<file path="config.mk">
export PLATFORM = sky130hd
export DESIGN_NAME = fetch
export DESIGN_NICKNAME = d
export VERILOG_FILES = /design/src/rtl/fetch.sv
export SDC_FILE = /design/constraint.sdc
export NUM_CORES = 1
export LEC_CHECK = 0
export ABC_CLOCK_PERIOD_IN_PS = 2460
export CAP_MARGIN = 10
export CORE_ASPECT_RATIO = 1.1
export CORE_UTILIZATION = 40
export DETAILED_ROUTE_END_ITERATION = 10
export DONT_BUFFER_PORTS = 1
export PLACE_DENSITY = 0.53
export SETUP_SLACK_MARGIN = 0.4
export SLEW_MARGIN = 20
export SYNTH_ARGS = -nofsm -noshare
export SYNTH_HDL_FRONTEND = slang
export SYNTH_SLANG_ARGS = --single-unit
export TNS_END_PERCENT = 1
</file>
<file path="constraint.sdc">
create_clock -name clk -period 2.46 [get_ports clk]
set_input_delay 0.492 -clock clk [delete_from_list [all_inputs] [get_ports clk]]
set_output_delay 0.492 -clock clk [all_outputs]
set_load 0.05 [all_outputs]
</file>
<file path="src/rtl/fetch.sv">
`default_nettype none
// ============================================================================
//  Module   : fetch
//  Purpose  : RV64 front end: owns the PC, issues single-outstanding ibus
//             requests and hands {instr, pc} to decode over valid/ready.
//  Revision : 1.0
// ============================================================================

package fetch_pkg;
    typedef struct packed {
        logic [31:0] raw_instr;
        logic [63:0] pc;
    } fetch_data_t;
endpackage

module fetch #(
    parameter logic [63:0] RESET_PC = 64'h8000_0000
) (
    input  logic                   clk,
    input  logic                   reset,
    output logic                   ireq_valid,
    output logic [63:0]            ireq_addr,
    input  logic                   iresp_addr_ok,
    input  logic                   iresp_data_ok,
    input  logic [31:0]            iresp_data,
    output fetch_pkg::fetch_data_t dataF,
    output logic                   out_valid,
    input  logic                   out_ready,
    input  logic                   redirect_valid,
    input  logic [63:0]            redirect_pc
);

    localparam logic [1:0] S_REQ  = 2'd0;
    localparam logic [1:0] S_WAIT = 2'd1;
    localparam logic [1:0] S_HOLD = 2'd2;

    logic [1:0]             r_state;
    logic [63:0]            r_pc;
    logic [63:0]            r_req_addr;
    logic                   r_kill;
    logic                   r_out_valid;
    fetch_pkg::fetch_data_t r_data;
    fetch_pkg::fetch_data_t r_hold;

    logic                   w_data_hit;
    logic                   w_load_out;
    logic [63:0]            w_redirect_pc;
    fetch_pkg::fetch_data_t w_word;

    assign w_redirect_pc = {redirect_pc[63:2], 2'b00};
    assign w_word        = {iresp_data, ireq_addr};
    assign w_data_hit    = ((r_state == S_REQ) && iresp_addr_ok && iresp_data_ok) ||
                           ((r_state == S_WAIT) && iresp_data_ok);
    assign w_load_out    = !r_out_valid || out_ready;

    // While a killed request is in flight the bus must keep seeing its
    // original address even though the PC already points at the redirect.
    assign ireq_valid = reset && (r_state != S_HOLD);
    assign ireq_addr  = (r_state == S_WAIT) ? r_req_addr : r_pc;
    assign out_valid  = r_out_valid;
    assign dataF      = r_data;

    always_ff @(posedge clk or negedge reset) begin
        if (!reset) begin
            r_state     <= S_REQ;
            r_pc        <= RESET_PC;
            r_req_addr  <= RESET_PC;
            r_kill      <= 1'b0;
            r_out_valid <= 1'b0;
            r_data      <= '0;
            r_hold      <= '0;
        end else if (redirect_valid) begin
            r_pc        <= w_redirect_pc;
            r_out_valid <= 1'b0;
            case (r_state)
                S_REQ: begin
                    if (iresp_addr_ok && !iresp_data_ok) begin
                        r_state    <= S_WAIT;
                        r_req_addr <= r_pc;
                        r_kill     <= 1'b1;
                    end else begin
                        r_state <= S_REQ;
                        r_kill  <= 1'b0;
                    end
                end
                S_WAIT: begin
                    if (iresp_data_ok) begin
                        r_state <= S_REQ;
                        r_kill  <= 1'b0;
                    end else begin
                        r_kill  <= 1'b1;
                    end
                end
                default: begin
                    r_state <= S_REQ;
                    r_kill  <= 1'b0;
                end
            endcase
        end else begin
            if (r_out_valid && out_ready) begin
                r_out_valid <= 1'b0;
            end
            case (r_state)
                S_REQ: begin
                    if (iresp_addr_ok && !iresp_data_ok) begin
                        r_state    <= S_WAIT;
                        r_req_addr <= r_pc;
                    end
                end
                S_WAIT: begin
                    if (iresp_data_ok && r_kill) begin
                        r_state <= S_REQ;
                        r_kill  <= 1'b0;
                    end
                end
                S_HOLD: begin
                    if (out_ready) begin
                        r_data      <= r_hold;
                        r_out_valid <= 1'b1;
                        r_state     <= S_REQ;
                    end
                end
                default: r_state <= S_REQ;
            endcase
            // Completion of a live request; a stalled output parks the word.
            if (w_data_hit && !r_kill) begin
                r_pc <= r_pc + 64'd4;
                if (w_load_out) begin
                    r_data      <= w_word;
                    r_out_valid <= 1'b1;
                    r_state     <= S_REQ;
                end else begin
                    r_hold      <= w_word;
                    r_state     <= S_HOLD;
                end
            end
        end
    end

endmodule
`default_nettype wire
</file>
==> results.py <==
metrics = {
    "worst_setup_path": {
        "r2r_end": "r_pc[56]",
        "crit_path_max_fanout": 21,
        "reg2reg_depth": 5,
        "crit_type": "reg2out",
        "cp_data_required_time_ns": 1.97,
        "worst_setup_path_start_kind": "flop",
        "endpoint_kind": "primary output",
        "r2r_start": "r_pc[31]",
        "r2r_slack_ns": 0.06,
        "cp.arrival_ns": 2.02,
    },
    "sta": {
        "hold_viol": 316,
        "layout_setup_ws_ns": -0.0532,
        "tns_ns": -0.723,
        "hold_ws_ns": -0.314,
        "fin_crit_ns": 2.51,
        "slew_headroom_pct": 28.8,
        "worstMarginPinSlew_ns": 1.07,
        "final-setup-viol-count": 24,
        "period_share_pct": 102,
        "timing.fmax_ghz": 0.398,
        "rsz0062_at_grt": "yes",
        "fin_skew_ns": 0.0155,
        "drv_slew": 0,
    },
    "logic_synthesis": {
        "synthFlopType": "dfrtp_1",
        "synth-edff-count": 0,
        "yosysTopAreaCell": "dfrtp_1",
        "synth_warnings": 0,
        "avgSynthCellArea_um2": 10.3,
        "synth_top_area_share_pct": 51.1,
        "synthTopCellsByCount": "316 x dfrtp_1, 158 x mux2_2, 138 x inv_1, 129 x mux2i_1, 125 x nand2_1",
        "synth_cell_type_count": 56,
        "synth_area_um2": 15500,
        "ys_ff_latch": 318,
        "synthArstFlopShare_pct": 100,
        "yosys.cell_count.top_type": "dfrtp_1",
        "ys_seq_area_share_pct": 51.4,
        "synth_cells": 1505,
        "netlist_top_cells_area": "dfrtp_1 51%, mux2_2 11%, mux2i_1 8.3%",
    },
    "cts": {
        "clkTransAtPathRegs_ns": 0.06,
        "clk_latency_ns": 0.52,
        "clock_sinks": 318,
        "cts_root_buf": "clkbuf_16",
        "cts_max_level": 2,
        "cts_buffers": 36,
        "cts_tree": "done",
        "clk_path_buf_depth": 3,
    },
    "final_layout": {
        "area_growth_pct": 26.1,
        "finalNetCount": 1683,
        "drive_above_1_share_pct": 33.8,
        "fin_area_um2": 19500,
        "final_util_pct": 51.1,
    },
    "power_and_ir_drop": {
        "swShare_pct": 39.6,
        "p_per_area_nw_per_um2": 1000,
        "combPwrFrac_pct": 20.8,
        "power.share.clock_pct": 28.0,
        "vdd_drop_max_mv": 0.555,
        "seqPwrFrac_pct": 51.2,
        "power.switching_uw": 7770,
        "p_int_uw": 11800,
        "p_leak_uw": 0.00849,
    },
    "route": {
        "firstDrtPassIters": 5,
        "detail-route-antenna-nets": 0,
        "drt_iter0_markers": 466,
        "remaining_drc_errors": 0,
        "vias": 11300,
        "via_per_inst": 5.35,
        "wire_per_inst_um": 19.8,
        "finalWirelength_um": 41600,
    },
    "place": {
        "hpwl_um": 27900,
        "placed_area_um2": 16900,
        "place_ws_ns": 0.149,
        "gp_congestion": 0.840,
        "io_buffers": 0,
    },
    "run_status": {
        "violations": "negative hold slack, negative setup slack",
        "status": "finished, violations left",
    },
    "flow_run": {
        "cap_violations": 0,
    },
    "hold_path": {
        "hold_class": "in2async",
    },
    "grt": {
        "grt_max_degree": 320,
        "overflow": 0,
        "grt_pass1_vias": 11600,
        "grt_usage_pct": 21.3,
        "grt_antenna_before_repair": 4,
        "grt_pass1_wl_um": 66300,
    },
    "die": {
        "die_w_um": 190,
        "start_util_pct": 40.6,
        "num_rows": 75,
        "fp.dieH_um": 208,
        "dieArea_um2": 39500,
        "ios": 264,
        "core_area_um2": 38200,
    },
}
-- per-stage QoR --
stage / hold slack [ns] / total power [uW] / instances
2_1_floorplan: 0.196 / 12600 / 1506
3_3_place_gp: 0.209 / 13500 / 2034
3_5_place_dp: 0.213 / 13600 / 2034
4_1_cts: -0.342 / 19700 / 2102
5_1_grt: -0.344 / 20600 / 2104
6_report: -0.314 / 19600 / 2106
-- placed cells by master (no fill, tap or decap), types with 13 or more instances in the layout --
cell	synthesis	routed
mux2i_2	0	35
nand2_1	125	114
or3_1	18	14
a31oi_1	21	20
nand4_1	30	30
mux2_2	158	95
nor3_1	23	18
o21ai_0	103	61
nand3_1	28	24
mux2i_1	129	81
nor2_1	103	86
mux2i_4	0	13
buf_4	3	100
nor2_2	0	13
inv_2	0	29
mux2_4	0	63
inv_1	138	96
nor4_4	0	13
o21ai_1	1	33
clkbuf_16	0	39
xnor2_1	24	23
a21oi_1	65	63
dfrtp_1	316	313
-- what timing repair did --
item / 4_1_cts / 5_1_grt
buffers inserted: 6 / 0
gates cloned: 2 / 0
resized for setup: 272 / 99
hold endpoints to repair: 318 / 318
pin swaps: 60 / 73
setup endpoints to repair: 271 / 333
-- state kept, by name, indices dropped and copies added, names as in the netlist --
signal and count:
dataF 96, r_hold 94, r_pc 62, r_req_addr 62, r_state 2, out_valid 1
r_kill 1
-- cell families (layout without fill, tap and decap cells) --
| logic type | after synthesis | after routing | synth area share [%] |
|---|---|---|---|
| flip-flops | 318 | 318 | 51.4 |
| adder cells (fa/ha/maj) | 1 | 1 | 0.0808 |
| buffers and inverters | 234 | 330 | 5.87 |
| XOR/XNOR | 29 | 29 | 1.64 |
| other | 1 | 6 | 0.0242 |
| AO/OA/AOI/OAI | 218 | 218 | 7.84 |
| multiplexers | 287 | 287 | 19.8 |
| AND/OR/NAND/NOR | 417 | 417 | 13.3 |
-- power by group through the flow --
stage,logic (uW),clock network [uW],registers (uW)
3_3_place_gp,3490,0,10000
4_1_cts,4010,5650,10000
3_5_place_dp,3590,0,10000
6_report,4080,5490,10000
5_1_grt,4490,5840,10200
2_1_floorplan,2830,0,9790
-- layer usage --
layer,up-vias,part of all wire [%],GRT usage (%)
li1,5356,-,-
met3,65,7.1,5.97
met1,5565,42,27.1
met5,-,0,0
met2,283,49,35.2
met4,0,2.3,6.26
-- worst max-delay path, stage by stage, from the launching register on --
cell and delay [ns]:
dfrtp_1 0.40, nor2b_4 0.14, buf_12 0.15, buf_12 0.20, mux2i_1 0.39, inv_2 0.20
-- worst max-delay path by stage --
stage,startpoint,endpoint,cells after the start
final,r_state[1],ireq_addr[17],5
after global routing,r_state[1],ireq_addr[29],6
after CTS,r_state[1],ireq_addr[57],6
after floorplan,r_pc[31],r_pc[38],6
after detailed placement,r_state[1],r_pc[61],7
after global placement,r_pc[9],r_pc[44],7
-- final cells by class --
cell class              instances  area, um^2
diodes                          4        10.0
clock buffers                  54        1090
clock inverters                 6         105
fillers                      3442       18700
inverters                     138         553
multi-input cells             954        7790
flip-flops and latches        318        7960
well taps                     500         626
repair buffers                132        1390
Power figures use the tool's default switching activity.
